===== src/rtl/mem_port_arbiter.sv =====
`default_nettype none
// ============================================================================
// Module   : mem_port_arbiter
// Brief    : Shares one single-port synchronous memory between the fetch and
//            data ports; data wins by default, fetch wins once starved.
// Revision : 1.0 - initial release
// ============================================================================
module mem_port_arbiter #(
    parameter int DATA_WIDTH   = 32,
    parameter int STARVE_LIMIT = 4
) (
    input  logic                  clk,
    input  logic                  arst,
    input  logic                  if_req,
    input  logic [DATA_WIDTH-1:0] if_addr,
    output logic                  if_gnt,
    output logic                  if_rvalid,
    output logic [DATA_WIDTH-1:0] if_rdata,
    input  logic                  dm_req,
    input  logic                  dm_we,
    input  logic [DATA_WIDTH-1:0] dm_addr,
    input  logic [DATA_WIDTH-1:0] dm_wdata,
    input  logic [3:0]            dm_mask,
    output logic                  dm_gnt,
    output logic                  dm_rvalid,
    output logic [DATA_WIDTH-1:0] dm_rdata,
    output logic                  mem_en,
    output logic                  mem_we,
    output logic [DATA_WIDTH-1:0] mem_addr,
    output logic [DATA_WIDTH-1:0] mem_wdata,
    output logic [3:0]            mem_mask,
    input  logic [DATA_WIDTH-1:0] mem_rdata
);

    localparam logic [3:0] c_STARVE_LIMIT = 4'(STARVE_LIMIT);

    typedef enum logic [1:0] {
        R_NONE = 2'd0,
        R_IF   = 2'd1,
        R_DM   = 2'd2
    } resp_state_t;

    resp_state_t r_state;
    resp_state_t w_state_nxt;
    logic [3:0]  r_starve_cnt;
    logic        w_if_win;

    // Fetch only beats a concurrent data request once it has been starved.
    assign w_if_win = if_req & (~dm_req | (r_starve_cnt == c_STARVE_LIMIT));
    assign if_gnt   = w_if_win;
    assign dm_gnt   = dm_req & ~w_if_win;
    assign mem_en   = if_gnt | dm_gnt;
    assign mem_we   = dm_gnt & dm_we;

    always_comb begin
        mem_addr  = '0;
        mem_wdata = '0;
        mem_mask  = 4'b0000;
        if (if_gnt) begin
            mem_addr = if_addr;
        end else if (dm_gnt) begin
            mem_addr  = dm_addr;
            mem_wdata = dm_wdata;
            mem_mask  = dm_mask;
        end
    end

    always_ff @(posedge clk or posedge arst) begin
        if (arst) begin
            r_starve_cnt <= 4'd0;
        end else if (~if_req | if_gnt) begin
            r_starve_cnt <= 4'd0;
        end else if (r_starve_cnt != c_STARVE_LIMIT) begin
            r_starve_cnt <= r_starve_cnt + 4'd1;
        end
    end

    always_ff @(posedge clk or posedge arst) begin
        if (arst) begin
            r_state <= R_NONE;
        end else begin
            r_state <= w_state_nxt;
        end
    end

    // The owner of the next cycle's read data is decided by this cycle's grant.
    always_comb begin
        w_state_nxt = R_NONE;
        if (if_gnt) begin
            w_state_nxt = R_IF;
        end else if (dm_gnt & ~dm_we) begin
            w_state_nxt = R_DM;
        end
    end

    assign if_rvalid = (r_state == R_IF);
    assign dm_rvalid = (r_state == R_DM);
    assign if_rdata  = (r_state == R_IF) ? mem_rdata : '0;
    assign dm_rdata  = (r_state == R_DM) ? mem_rdata : '0;

endmodule
`default_nettype wire

===== config.mk =====
export PLATFORM = sky130hd
export DESIGN_NAME = mem_port_arbiter
export DESIGN_NICKNAME = d
export VERILOG_FILES = /design/src/rtl/mem_port_arbiter.sv
export SDC_FILE = /design/constraint.sdc
export NUM_CORES = 1
export LEC_CHECK = 0
export CORE_AREA = 3 3 104 106
export CTS_CLUSTER_DIAMETER = 80
export DETAILED_ROUTE_END_ITERATION = 10
export DIE_AREA = 0 0 107 109
export REMOVE_ABC_BUFFERS = 1
export SYNTH_ARGS = -nofsm -noshare
export SYNTH_HDL_FRONTEND = slang
export SYNTH_SLANG_ARGS = --single-unit

===== constraint.sdc =====
create_clock -name clk -period 1.9 [get_ports clk]
set_input_delay 0.38 -clock clk [delete_from_list [all_inputs] [get_ports clk]]
set_output_delay 0.38 -clock clk [all_outputs]
set_load 0.1 [all_outputs]

==> impl_metrics.tcl, run 1 <==
set metrics [dict create \
    status "complete, but fails checks" \
    failed_checks "setup timing" \
    via_per_inst 4.07 \
    synthCells 177 \
    reg2reg_slack_ns 0.41 \
    cts_buffers 3 \
    worst_slew_pin_slew_ns 0.256 \
    timing.final.max_slew_violations 0 \
    finalSetupViolCount 71 \
    synth_most_common_cell "and2_1" \
    synth-edff-count 0 \
    clock_latency_ns 0.22 \
    p_per_area_mw_per_mm2 454 \
    fin_crit_sh_pct 119 \
    clock_skew_ns 0.00327 \
    port_buffers 274 \
    layout_min_cycle_time_ns 2.26 \
    drtIter0Drc 58 \
    worstRegToRegCells 6 \
    yosysTopAreaCell "and2_1" \
    grt_pass1_vias 2498 \
    grt_pass1_wl_mm 14.1 \
    num_vias 2392 \
    synth.distinct_cells 18 \
    num_antenna_cells 0 \
    slew_headroom_pct 82.9 \
    fp.dieH_um 109 \
    avgRoutedWirePerCell_um 17.8 \
    fin_nets 596 \
    syn_area_mm2 0.00132 \
    synth_area_leaders "and2_1, a22o_1, dfrtp_1" \
    cts_hold_buf 0 \
    rsz0062_at_grt "yes" \
    place_congestion 0.777 \
    synth_seq_cells 6 \
    place_hpwl_mm 9.04 \
    dpl.cell_count 575 \
    fp.dieArea_mm2 0.0117 \
    drt_wl_total_mm 10.5 \
    setup.worst_path.end_class "output port" \
    cp-startpoint "r_starve_cnt[0]$_DFFE_PP0P_" \
    ant_nets 0 \
    fillers 766 \
    ys_warn_count 0 \
    critPathRequiredTime_ns 1.52 \
    avgSynthCellArea_um2 7.48 \
    area_growth_pct 353 \
    peakVddDrop_mv 0.240 \
    core_area_mm2 0.00986 \
    synth_seq_area_share_pct 11.3 \
    overflow 0 \
    drcViolationCount 0 \
    grt_max_degree 34 \
    crit_fanout 24 \
    async_reset_ff_share_pct 100 \
    drive_above_1_share_pct 43.7 \
    crit_path_end "mem_addr[12]" \
    postLayoutSetupSlackWorst_ns -0.361 \
    r2r-start "r_starve_cnt[0]$_DFFE_PP0P_" \
    cts_tree "built" \
    fmax_mhz 442 \
    antenna_found_initial 0 \
    clkSinkCount 6 \
    hold_violations 0 \
    htreeDepth 1 \
    die_w_um 107 \
    root_buffer "clkbuf_8" \
    cp.arrival_ns 1.88 \
    hold_path.class "input pin to async pin" \
    dr.pass1.iters 4 \
    fp-row-count 36 \
    p_leak_uw 0.00256 \
    reg2reg_to "r_state[1]$_DFF_PP0_" \
    maxCapViolCount 0 \
    path_clk_slew_ns 0.04 \
    timing.hold.ws_ns 0.388 \
    initial_core_util_pct 13.4 \
    start_kind "flop" \
    grt_usage_pct 15.8 \
    ys.flop_type "dfrtp_1" \
    io_pins 275 \
    synth_top_cell_area_share_pct 48.2 \
    instances_no_fill 588 \
    clock_path_buffers 2 \
    ys_top_cells_by_count "and2_1, a22o_1, clkbuf_1, dfrtp_1, buf_6" \
    worstSetupPathType "flop to output port" \
]
==> per-stage QoR <==
stage	total power, µW	setup WS (ns)	utilization, %	setup TNS [ns]	cell area [µm²]
2_1_floorplan	1390	-1.78	-	-238.75	1200
3_3_place_gp	2430	-0.233	56.8	-13.82	5610
3_5_place_dp	2440	-0.234	56.8	-13.86	5610
4_1_cts	2690	-0.344	58.7	-21.39	5790
5_1_grt	2800	-0.425	60.9	-27.26	6000
6_report	2730	-0.361	60.9	-22.54	6000
==> cells in the final DEF (no fill, tap or decap) <==
| cell type | n |
|---|---|
| buf_12 | 143 |
| clkdlybuf4s50_1 | 136 |
| and2_1 | 80 |
| and2_4 | 22 |
| a22o_1 | 20 |
| a22o_4 | 12 |
| dfrtp_1 | 6 |
| buf_4 | 5 |
| and3_1 | 4 |
| nor2b_1 | 3 |
| clkbuf_8 | 3 |
| buf_6 | 3 |
| inv_2 | 2 |
| inv_1 | 2 |
| clkbuf_16 | 2 |
| buf_8 | 2 |
| nand3b_1 | 1 |
| a21oi_4 | 1 |
| o21a_4 | 1 |
| or2_2 | 1 |
| nand3_1 | 1 |
| xnor2_1 | 1 |
| xor2_1 | 1 |
| ha_4 | 1 |
| ha_1 | 1 |
| buf_16 | 1 |
==> registers in the layout, summed over array words and instances, names as in the netlist <==
| register | cells |
|---|---|
| r_starve_cnt | 4 |
| r_state | 2 |
==> final cells by class <==
class / instances / area [µm²] / share of cell area [%]
clock buffer: 3 / 41.3 / 0.688
inverter: 4 / 15.0 / 0.250
multi-input combinational: 150 / 1230 / 20.4
sequential: 6 / 150 / 2.50
tap: 133 / 166 / 2.77
timing repair buffer: 292 / 4400 / 73.3
==> worst min-delay path by stage <==
stage                                      from  slack (ns)                           to
floorplan                                  arst        0.17  r_starve_cnt[0]$_DFFE_PP0P_
global placement    r_starve_cnt[0]$_DFFE_PP0P_        0.58  r_starve_cnt[0]$_DFFE_PP0P_
detailed placement  r_starve_cnt[0]$_DFFE_PP0P_        0.62  r_starve_cnt[0]$_DFFE_PP0P_
CTS                                        arst        0.39         r_state[1]$_DFF_PP0_
global route                               arst        0.43         r_state[0]$_DFF_PP0_
finish                                     arst        0.39         r_state[0]$_DFF_PP0_
==> cell families (layout without fill, tap and decap cells) <==
group | Yosys count | after routing | synth area share, %
xor gates and xnor gates | 2 | 2 | 1.32
DFF | 6 | 6 | 11.3
and+or+nand+nor | 112 | 112 | 52.9
buffers and inverters | 21 | 299 | 10.1
adders and majority gates | 2 | 2 | 1.89
AOI/OAI and AO/OA | 34 | 34 | 22.4
==> layer usage <==
| metal | wire [µm] | global-route usage, % | vias up |
|---|---|---|---|
| met5 | 0 | 0 | - |
| met4 | 119 | 3.38 | 0 |
| met3 | 1060 | 4.85 | 6 |
| met2 | 6030 | 32.2 | 166 |
| met1 | 3280 | 15.3 | 1073 |
| li1 | - | - | 1147 |
==> critical path, cell delays in order, from the launching register on <==
cell and delay [ns]:
dfrtp_1 0.38, inv_2 0.09, ha_4 0.12, nand3b_1 0.18, o21a_4 0.31, buf_12 0.17, a22o_4 0.23, buf_12 0.16
==> timing repair <==
item	CTS	global route
gates resized for setup	29	18
buffers inserted	3	3
setup endpoints to repair	71	71
gates cloned	1	3
pin swaps	1	7
==> where the power goes <==
group          internal [µW]  total (µW)  switching [µW]
registers                133         135            2.22
logic                    981        2400            1420
clock network            136         192            55.3
total                   1250        2730            1480
Power figures use the tool's default switching activity.
==> run 2: changes to the inputs <==
Settings changed: HOLD_SLACK_MARGIN set to 0.05.
==> results of run 2 <==
The final DEF is identical to that of run 1; final timing and power are the same.
